[config.mk]
export PLATFORM = sky130hd
export DESIGN_NAME = mdu_issue_ctrl
export DESIGN_NICKNAME = d
export VERILOG_FILES = /design/src/rtl/mdu_issue_ctrl.sv
export SDC_FILE = /design/constraint.sdc
export NUM_CORES = 1
export LEC_CHECK = 0
export CELL_PAD_IN_SITES_DETAIL_PLACEMENT = 0
export CELL_PAD_IN_SITES_GLOBAL_PLACEMENT = 2
export CORE_AREA = 2 2 64 66
export DETAILED_ROUTE_END_ITERATION = 10
export DIE_AREA = 0 0 66 68
export PLACE_DENSITY = 0.87
export REMOVE_ABC_BUFFERS = 1
export SKIP_CTS_REPAIR_TIMING = 1
export SLEW_MARGIN = 20
export SYNTH_ARGS = -nofsm -noshare
export SYNTH_HDL_FRONTEND = slang
export SYNTH_SLANG_ARGS = --single-unit
[constraint.sdc]
create_clock -name i_clk -period 3.4 [get_ports i_clk]
set_input_delay 0.68 -clock i_clk [delete_from_list [all_inputs] [get_ports i_clk]]
set_output_delay 0.68 -clock i_clk [all_outputs]
set_load 0.03 [all_outputs]
[src/rtl/mdu_issue_ctrl.sv]
// MDU issue/stall controller: issues the E-stage HI/LO op and stalls D while a mult/div is in flight.
// Optional DIV0_SKIP_EN: a divide by zero is suppressed (no issue, no stall) and reported on o_div0.
`ifndef MDU_NONE
`define MDU_NONE  4'd0
`define MDU_MULT  4'd1
`define MDU_MULTU 4'd2
`define MDU_DIV   4'd3
`define MDU_DIVU  4'd4
`define MDU_MTHI  4'd5
`define MDU_MTLO  4'd6
`define MDU_MFHI  4'd7
`define MDU_MFLO  4'd8
`endif

module mdu_issue_ctrl #(
  parameter int MUL_LAT = 5,
  parameter int DIV_LAT = 10,
  parameter int CNT_W   = 4
) (
  input  logic        i_clk,
  input  logic        i_reset,
  input  logic [3:0]  i_d_md_op,
  input  logic        i_e_valid,
  input  logic [3:0]  i_e_md_op,
  input  logic [31:0] i_e_rt_val,
  output logic [3:0]  o_mdu_op,
  output logic        o_stall_d,
  output logic        o_md_busy,
  output logic        o_md_done,
  output logic        o_div0,
  output logic        o_proto_err
);

  typedef enum logic [1:0] {S_IDLE, S_MUL, S_DIV} state_t;

  state_t           r_state, w_state_nxt;
  logic [CNT_W-1:0] r_cnt, w_cnt_nxt;
  logic             r_md_done, w_md_done_nxt;
  logic             r_div0;
  logic             r_proto_err;

  logic w_idle, w_e_mul, w_e_div, w_div0_hit, w_issue, w_issue_start;

  assign w_idle  = (r_state == S_IDLE);
  assign w_e_mul = (i_e_md_op == `MDU_MULT) || (i_e_md_op == `MDU_MULTU);
  assign w_e_div = (i_e_md_op == `MDU_DIV)  || (i_e_md_op == `MDU_DIVU);

`ifdef DIV0_SKIP_EN
  assign w_div0_hit = i_e_valid && w_e_div && (i_e_rt_val == 32'd0);
`else
  assign w_div0_hit = 1'b0;
`endif

  assign w_issue       = w_idle && i_e_valid && !w_div0_hit;
  assign w_issue_start = w_issue && (w_e_mul || w_e_div);

  // Gated by reset so the pipeline sees a clean IDLE view while reset is held.
  assign o_mdu_op    = (w_issue && !i_reset) ? i_e_md_op : `MDU_NONE;
  assign o_stall_d   = !i_reset && (i_d_md_op != `MDU_NONE) && (!w_idle || w_issue_start);
  assign o_md_busy   = !w_idle;
  assign o_md_done   = r_md_done;
  assign o_div0      = r_div0;
  assign o_proto_err = r_proto_err;

  always_comb begin
    w_state_nxt   = r_state;
    w_cnt_nxt     = r_cnt;
    w_md_done_nxt = 1'b0;
    case (r_state)
      S_IDLE: begin
        if (w_issue_start) begin
          if (w_e_mul) begin
            w_state_nxt = S_MUL;
            w_cnt_nxt   = CNT_W'(MUL_LAT);
          end else begin
            w_state_nxt = S_DIV;
            w_cnt_nxt   = CNT_W'(DIV_LAT);
          end
        end
      end
      S_MUL, S_DIV: begin
        if (r_cnt == CNT_W'(1)) begin
          w_state_nxt   = S_IDLE;
          w_cnt_nxt     = '0;
          w_md_done_nxt = 1'b1;
        end else begin
          w_cnt_nxt = r_cnt - CNT_W'(1);
        end
      end
      default: begin
        w_state_nxt = S_IDLE;
        w_cnt_nxt   = '0;
      end
    endcase
  end

  always_ff @(posedge i_clk or posedge i_reset) begin
    if (i_reset) begin
      r_state     <= S_IDLE;
      r_cnt       <= '0;
      r_md_done   <= 1'b0;
      r_div0      <= 1'b0;
      r_proto_err <= 1'b0;
    end else begin
      r_state   <= w_state_nxt;
      r_cnt     <= w_cnt_nxt;
      r_md_done <= w_md_done_nxt;
      r_div0    <= w_idle && w_div0_hit;
      // Any op presented while busy is dropped; flag it until reset.
      if (!w_idle && i_e_valid && (i_e_md_op != `MDU_NONE))
        r_proto_err <= 1'b1;
    end
  end

endmodule

==> results of run 1 <==
## cell usage after synthesis, types with 2 or more instances
master	count	share of area [%]
nand2b_1	2	2.1
inv_1	8	5.1
a21oi_1	3	2.5
nor2_1	4	2.5
dfrtp_1	8	34
ha_1	4	8.5
nand2_1	3	1.9
o21ai_1	2	1.7
mux2_4	2	5.1
and2_1	3	3.2
nor4_1	2	2.1
nor3_1	2	1.7
and3_1	2	2.1
o21ai_0	4	3.4
## how the worst min path moves through the flow
stage                startpoint  cells after the start  slack, ns     endpoint
floorplan              r_cnt[3]                      2       0.48     r_cnt[3]
global placement    o_proto_err                      1       0.46  o_proto_err
detailed placement  o_proto_err                      1       0.48  o_proto_err
CTS                 o_proto_err                      1       0.49  o_proto_err
global route        o_proto_err                      1       0.51  o_proto_err
finish              o_proto_err                      1       0.48  o_proto_err
## critical path, stage by stage
cell and delay, ns:
clkdlybuf4s50_1 0.49, or3_4 0.41, a41oi_4 0.22, nor3_1 0.07, clkdlybuf4s50_1 0.60
## flip-flops by register name (all words and copies together), names as in the netlist
name,cells
r_cnt,4
r_state,2
o_md_done,1
o_proto_err,1
## where the power goes
part	switching [uW]	internal (uW)	total (uW)
registers	35.3	134	169
logic	234	212	446
clock network	37.1	76.7	114
## layer usage
layer / vias to the layer above / wire length [um] / part of all wire (%) / GRT usage [%]
li1: 260 / - / - / -
met1: 246 / 585 / 43 / 7.12
met2: 10 / 659 / 49 / 11.4
met3: 2 / 81 / 6.0 / 2.30
met4: 0 / 19 / 1.4 / 3.83
met5: - / 0 / 0 / 0
## layout by cell type, fill, tap and decap left out, types with 2 or more instances in the layout
| cell | instances |
|---|---|
| clkdlybuf4s50_1 | 18 |
| clkbuf_8 | 3 |
| o21ai_0 | 4 |
| nor3_1 | 2 |
| and2_1 | 3 |
| mux2_4 | 2 |
| ha_1 | 4 |
| a21oi_1 | 3 |
| nor2_1 | 4 |
| nand2b_1 | 2 |
| nor4_1 | 2 |
| nand2_1 | 3 |
| and3_1 | 2 |
| dfrtp_1 | 8 |
| inv_1 | 8 |
| buf_4 | 2 |
| o21ai_1 | 2 |
## cells by family (layout without fill, tap and decap cells)
| logic type | after synthesis | after routing | share of synthesized area (%) |
|---|---|---|---|
| AOI/OAI and AO/OA | 15 | 15 | 19.3 |
| xor gates and xnor gates | 1 | 1 | 1.49 |
| adders and majority gates | 4 | 4 | 8.49 |
| buffers and inverters | 9 | 31 | 6.37 |
| DFF | 8 | 8 | 34.0 |
| muxes | 2 | 2 | 5.10 |
| other | 1 | 1 | 0.636 |
| and+or+nand+nor | 24 | 24 | 24.6 |
## area by class of cell
class	instances	area [um^2]
multi-input combinational	47	352
timing repair buffer	20	195
clock buffer	3	41.3
sequential	8	200
tap	50	62.6
fill	422	2980
inverter	8	30.0
## through the flow
step           instance area (um^2)  setup slack, ns
2_1_floorplan                   582            0.948
3_3_place_gp                    840            0.247
3_5_place_dp                    840            0.248
4_1_cts                         881            0.236
5_1_grt                         881            0.173
6_report                        881            0.250
==> out/metrics.cfg, run 1 <==
[clock_tree]
cts_tree = yes
clkSlewWorstSetupHoldPaths_ns = 0.04
root_buffer = clkbuf_8
cts_buffers = 3
htreeDepth = 1
clk_latency_ns = 0.22
clk_path_buf_depth = 2
cts.sinks = 8

[timing]
final-hold-violation-count = 0
fin_hold_ws_ns = 0.480
setup_viol = 0
rsz0062_at_grt = false
fin_skew_ns = 0.00410
max_freq_ghz = 0.317
tns_ns = 0
period_needed_ns = 3.15
slew_viol_final = 0
period_share_pct = 92.7

[setup_path]
r2r_setup_slack_ns = 1.74
worst_ep_arrival_time_ns = 2.47
startpoint_type = primary input
criticalPathCategory = primary input to output port
worstReg2RegEnd = r_state[0]
endpoint_kind = output port
reg2reg_depth = 7
r2r-start = r_state[0]
crit_path_end = o_stall_d
cp_max_fo = 5
worstPathRequired_ns = 2.72
crit_start = i_e_md_op[1]

[floorplanning]
rows = 23
die_x_um = 66
io_pins = 52
die_h_um = 68
start_util_pct = 15.3
core_area_mm2 = 0.00386
dieArea_mm2 = 0.00449

[job]
drv_cap = 0

[route]
drt-wirelength-per-cell_um = 9.89
vias_per_cell = 3.81
num_vias = 518
antenna_left = 0
wirelength_mm = 1.35
firstDrtPassIters = 3
drc = 0
drtIter0Drc = 9

[yosys]
syn_area_per_cell_um2 = 9.21
syn-cell-area_um2 = 589
ys_ff_latch = 8
synthFlopType = dfrtp_1
yosysWarnings = 0
synth_edf_count = 0
ys_seq_area_share_pct = 34.0
syn_inst = 64
async_flop_share_pct = 100
synth.distinct_cells = 29

[outcome]
outcome = finished clean

[global_routing]
grt_pass1_vias = 507
grt_usage_pct = 6.63
grt_max_degree = 9
antenna_found_initial = 0
grt_pass1_wl_mm = 2.18
gr-total-overflow = 0

[finish]
finish.net_count = 135
utilization_pct = 22.8
diodes = 0
stdcell_count = 136
area_growth_pct = 49.5
drive_gt1_share_pct = 16.3

[power]
power_leakage_uw = 0.000375
finalPower_uw = 729
ir_drop_v = 0.000168
power_density_mw_per_mm2 = 828

[placement]
hpwl_mm = 1.11
dp.cells = 133
io_buffers = 18
place.gp.congestion = 0.775

[min_path]
hp-class = flip-flop to flip-flop

(Power assumes the default switching activity.)
==> run 2: changes to the inputs <==
--- a/config.mk
+++ b/config.mk
@@ -7,11 +7,10 @@
 export LEC_CHECK = 0
 export CELL_PAD_IN_SITES_DETAIL_PLACEMENT = 0
 export CELL_PAD_IN_SITES_GLOBAL_PLACEMENT = 2
-export CORE_AREA = 2 2 64 66
+export CORE_AREA = 2 2 66 68
 export DETAILED_ROUTE_END_ITERATION = 10
-export DIE_AREA = 0 0 66 68
-export PLACE_DENSITY = 0.87
-export REMOVE_ABC_BUFFERS = 1
+export DIE_AREA = 0 0 68 70
+export PLACE_DENSITY = 0.82
 export SKIP_CTS_REPAIR_TIMING = 1
 export SLEW_MARGIN = 20
 export SYNTH_ARGS = -nofsm -noshare
==> constraint.sdc (replaced) <==
create_clock -name i_clk -period 3.6 [get_ports i_clk]
set_input_delay 0.72 -clock i_clk [delete_from_list [all_inputs] [get_ports i_clk]]
set_output_delay 0.72 -clock i_clk [all_outputs]
set_load 0.03 [all_outputs]
==> run 2 against run 1 <==
Net effect:
- critical path depth stayed put
- global-route usage is 0.18 points lower
- critical path type unchanged
- sequential cell count stayed put
- register-to-register slack better by 0.23 ns
- worst hold slack worse by 0.014 ns
- clock-buffer cell count stayed put
- die area is 6.1% higher
- sequential share of layout area is 0.064 points lower
==> out/metrics.cfg, run 2 (synthesis gave the netlist of run 1 again) <==
[clock_tree]
cts.sinks = 8
root_buffer = clkbuf_8
clk_path_buf_depth = 2
cts_buffers = 3
htreeDepth = 1
clkSlewWorstSetupHoldPaths_ns = 0.05
cts_tree = yes
clk_latency_ns = 0.23

[timing]
period_needed_ns = 3.22
fin_skew_ns = 0.00712
rsz0062_at_grt = false
max_freq_ghz = 0.310
slew_viol_final = 0
setup_viol = 0
setup_ws_ns = 0.376
period_share_pct = 89.6
tns_ns = 0
final-hold-violation-count = 0

[finish]
largest_reg_flops = 4
stdcell_count = 138
finish.net_count = 135
final_cell_mix = clkdlybuf4s50_1, inv_1, dfrtp_1
area_growth_pct = 49.9
regMostFlops = r_cnt
layout_commonest_cell = clkdlybuf4s50_1
drive_gt1_share_pct = 16.3
utilization_pct = 21.3
stdcell_area_um2 = 883
diodes = 0
biggestRegsByFlops = r_cnt x4, r_state x2

[floorplanning]
core_area_mm2 = 0.00414
die_x_um = 68
rows = 24
start_util_pct = 14.2
dieArea_mm2 = 0.00476
io_pins = 52
die_h_um = 70

[placement]
place.gp.congestion = 0.738
placed_cell_area_um2 = 842
dpl_worst_slack_ns = 0.373
hpwl_mm = 1.04
dp.cells = 135
io_buffers = 18

[outcome]
outcome = finished clean

[power]
power_density_mw_per_mm2 = 783
ir_drop_v = 0.000171
power_leakage_uw = 0.000375

[route]
vias_per_cell = 3.88
drtIter0Drc = 33
firstDrtPassIters = 4
drt-wirelength-per-cell_um = 9.72
wirelength_mm = 1.34
num_vias = 536
drc = 0
antenna_left = 0

[job]
drv_cap = 0

[setup_path]
cp_max_fo = 5
worst_ep_arrival_time_ns = 2.50
startpoint_type = primary input
endpoint_kind = output port
criticalPathCategory = primary input to output port
worstPathRequired_ns = 2.88

[global_routing]
grt_usage_pct = 6.45
grt_pass1_vias = 519
grt_pass1_wl_mm = 2.28
antenna_found_initial = 0
gr-total-overflow = 0
grt_max_degree = 9

[yosys]
synth_fp_nets = 111

[min_path]
hp-class = flip-flop to flip-flop

-- run 2: cell counts in the layout (fill, tap and decap cells not counted) --
Identical to the previous run, type by type.
-- run 2: power breakdown --
part           switching [uW]  total, uW  internal, uW
logic                     221        421           200
clock network            38.8        112          72.8
registers                32.4        159           127
-- run 2: area by class of cell --
class	instances	area, um^2
fill	466	3260
multi-input combinational	47	352
sequential	8	200
timing repair buffer	20	195
tap	52	65.1
clock buffer	3	41.3
inverter	8	30.0
-- run 2: worst paths after layout --
| kind | cells after the start | start | to | slack [ns] |
|---|---|---|---|---|
| hold reg to reg | 1 | o_proto_err | o_proto_err | 0.47 |
| max in group asynchronous | 3 | i_reset | r_cnt[1] | 2.65 |
| min in group asynchronous | 3 | i_reset | o_proto_err | 0.81 |
| setup / recovery | 5 | i_e_md_op[1] | o_stall_d | 0.38 |
| setup reg to reg | 7 | r_state[0] | r_state[1] | 1.97 |
| hold / removal | 1 | o_proto_err | o_proto_err | 0.47 |
-- run 2: metrics by stage --
stage / power, uW / hold slack (ns)
2_1_floorplan: 461 / 0.484
3_3_place_gp: 575 / 0.461
3_5_place_dp: 576 / 0.461
4_1_cts: 693 / 0.476
5_1_grt: 755 / 0.500
6_report: 691 / 0.466
-- run 2: metal layers --
metal	vias up	routed length [um]	track usage (%)	share of wire (%)
met5	-	0	0	0
met4	0	23	3.33	1.7
met3	4	113	3.06	8.4
met2	22	619	9.92	46
met1	248	586	7.24	44
li1	262	-	-	-
-- run 2: worst max-delay path: stages --
cell	delay [ns]
clkdlybuf4s50_1	0.49
or3_4	0.41
a41oi_4	0.22
nor3_1	0.07
clkdlybuf4s50_1	0.59
==> run 3: changes to the inputs <==
==> constraint.sdc (replaced) <==
create_clock -name i_clk -period 3.4 [get_ports i_clk]
set_input_delay 0.68 -clock i_clk [delete_from_list [all_inputs] [get_ports i_clk]]
set_output_delay 0.68 -clock i_clk [all_outputs]
set_load 0.03 [all_outputs]
==> run 3 against run 2 <==
Net effect:
- critical path depth unchanged
- wire length decreased by 1.0%
- power increased by 5.3%
- final cell count unchanged
- first-iteration DRC count decreased by 45%
- via count decreased by 1.9%
- sequential cell count unchanged
- clock power about the same
- clock skew decreased by 0.0059 ns
- critical endpoint unchanged
- largest cell class unchanged
==> out/metrics.cfg, run 3 (synthesis gave the netlist of run 1 again) <==
[clock_tree]
clk_path_buf_depth = 2
clk_latency_ns = 0.23
root_buffer = clkbuf_8
htreeDepth = 1
clkSlewWorstSetupHoldPaths_ns = 0.04
cts_tree = yes
cts_buffers = 3
cts.sinks = 8

[timing]
period_needed_ns = 3.15
setup_viol = 0
setup_ws_ns = 0.250
tns_ns = 0
rsz0062_at_grt = false
fin_hold_ws_ns = 0.480
slew_viol_final = 0
max_freq_ghz = 0.317
final-hold-violation-count = 0
fin_skew_ns = 0.00122
period_share_pct = 92.7

[setup_path]
slowest_stage = clkdlybuf4s50_1
worst_ep_arrival_time_ns = 2.47
max_stage_delay_ns = 0.60
cp_max_fo = 5
criticalPathCategory = primary input to output port
worstPathCellList = clkdlybuf4s50_1 > or3_4 > a41oi_4 > nor3_1 > clkdlybuf4s50_1
endpoint_kind = output port
crit_path_frequent_cell = clkdlybuf4s50_1
worstPathRequired_ns = 2.72
startpoint_type = primary input

[power]
netSwitchingPower_uw = 305
p_int_uw = 422
p_clk_share_pct = 15.7
power_density_mw_per_mm2 = 824
ir_drop_v = 0.000128
p_seq_share_pct = 23.2
p_comb_share_pct = 61.1
switching_share_pct = 41.9
power_leakage_uw = 0.000375

[global_routing]
grt_pass1_wl_mm = 2.10
grt_usage_pct = 5.93
grt_max_degree = 9
grt_pass1_vias = 475
gr-total-overflow = 0
antenna_found_initial = 0

[floorplanning]
die_x_um = 68
core_area_mm2 = 0.00414
dieArea_mm2 = 0.00476
die_h_um = 70
start_util_pct = 14.2
rows = 24
io_pins = 52

[route]
wirelength_mm = 1.33
vias_per_cell = 3.81
num_vias = 526
drt-wirelength-per-cell_um = 9.62
firstDrtPassIters = 5
drtIter0Drc = 18
drc = 0
antenna_left = 0

[placement]
hpwl_mm = 1.06
placed_cell_area_um2 = 842
dpl_worst_slack_ns = 0.249
place.gp.congestion = 0.737
io_buffers = 18

[finish]
diodes = 0
layout_commonest_cell = clkdlybuf4s50_1
regMostFlops = r_cnt
finish.net_count = 135
drive_gt1_share_pct = 16.3
utilization_pct = 21.3
final_cell_mix = clkdlybuf4s50_1, inv_1, dfrtp_1
area_growth_pct = 49.9
largest_reg_flops = 4
stdcell_area_um2 = 883
biggestRegsByFlops = r_cnt x4, r_state x2

[outcome]
outcome = finished clean

[job]
drv_cap = 0

[min_path]
hp-class = flip-flop to flip-flop

[yosys]
synth_fp_nets = 111

==> run 3: worst paths after layout <==
check | cells past startpoint | slack [ns] | to | start
max reg2reg | 7 | 1.75 | r_state[1] | r_state[0]
min in group asynchronous | 3 | 0.77 | o_proto_err | i_reset
min reg2reg | 1 | 0.48 | o_proto_err | o_proto_err
min | 1 | 0.48 | o_proto_err | o_proto_err
max in group asynchronous | 3 | 2.50 | r_cnt[1] | i_reset
max | 5 | 0.25 | o_stall_d | i_e_md_op[1]
==> run 3: worst max-delay path, delay by kind of cell <==
kind,cells,cell delay [ns]
buffers and inverters,2,1.09
AND/OR/NAND/NOR,2,0.48
AO/OA/AOI/OAI,1,0.22
==> run 3: metrics by stage <==
step	cells	power, uW
CTS	138	730
global route	138	783
floorplan	64	488
global placement	135	608
finish	138	728
detailed placement	135	613
==> run 3: layout make-up <==
type | count | area, um^2
clock buffer | 3 | 41.3
fill | 456 | 3260
inverter | 8 | 30.0
multi-input combinational | 47 | 352
sequential | 8 | 200
tap | 52 | 65.1
timing repair buffer | 20 | 195
==> run 3: routing by layer <==
metal / part of all wire, % / vias to the layer above / GRT usage [%]
met5: 0 / - / 0
li1: - / 262 / -
met1: 46 / 239 / 7.23
met4: 2.0 / 0 / 3.33
met2: 45 / 21 / 8.63
met3: 7.0 / 4 / 2.42
==> run 3: power groups by stage <==
| stage | Clock, uW | Sequential (uW) | Combinational, uW |
|---|---|---|---|
| CTS | 115 | 168 | 447 |
| finish | 114 | 169 | 445 |
| floorplan | 0 | 165 | 323 |
| global route | 122 | 175 | 486 |
| detailed placement | 0 | 169 | 444 |
| global placement | 0 | 168 | 440 |
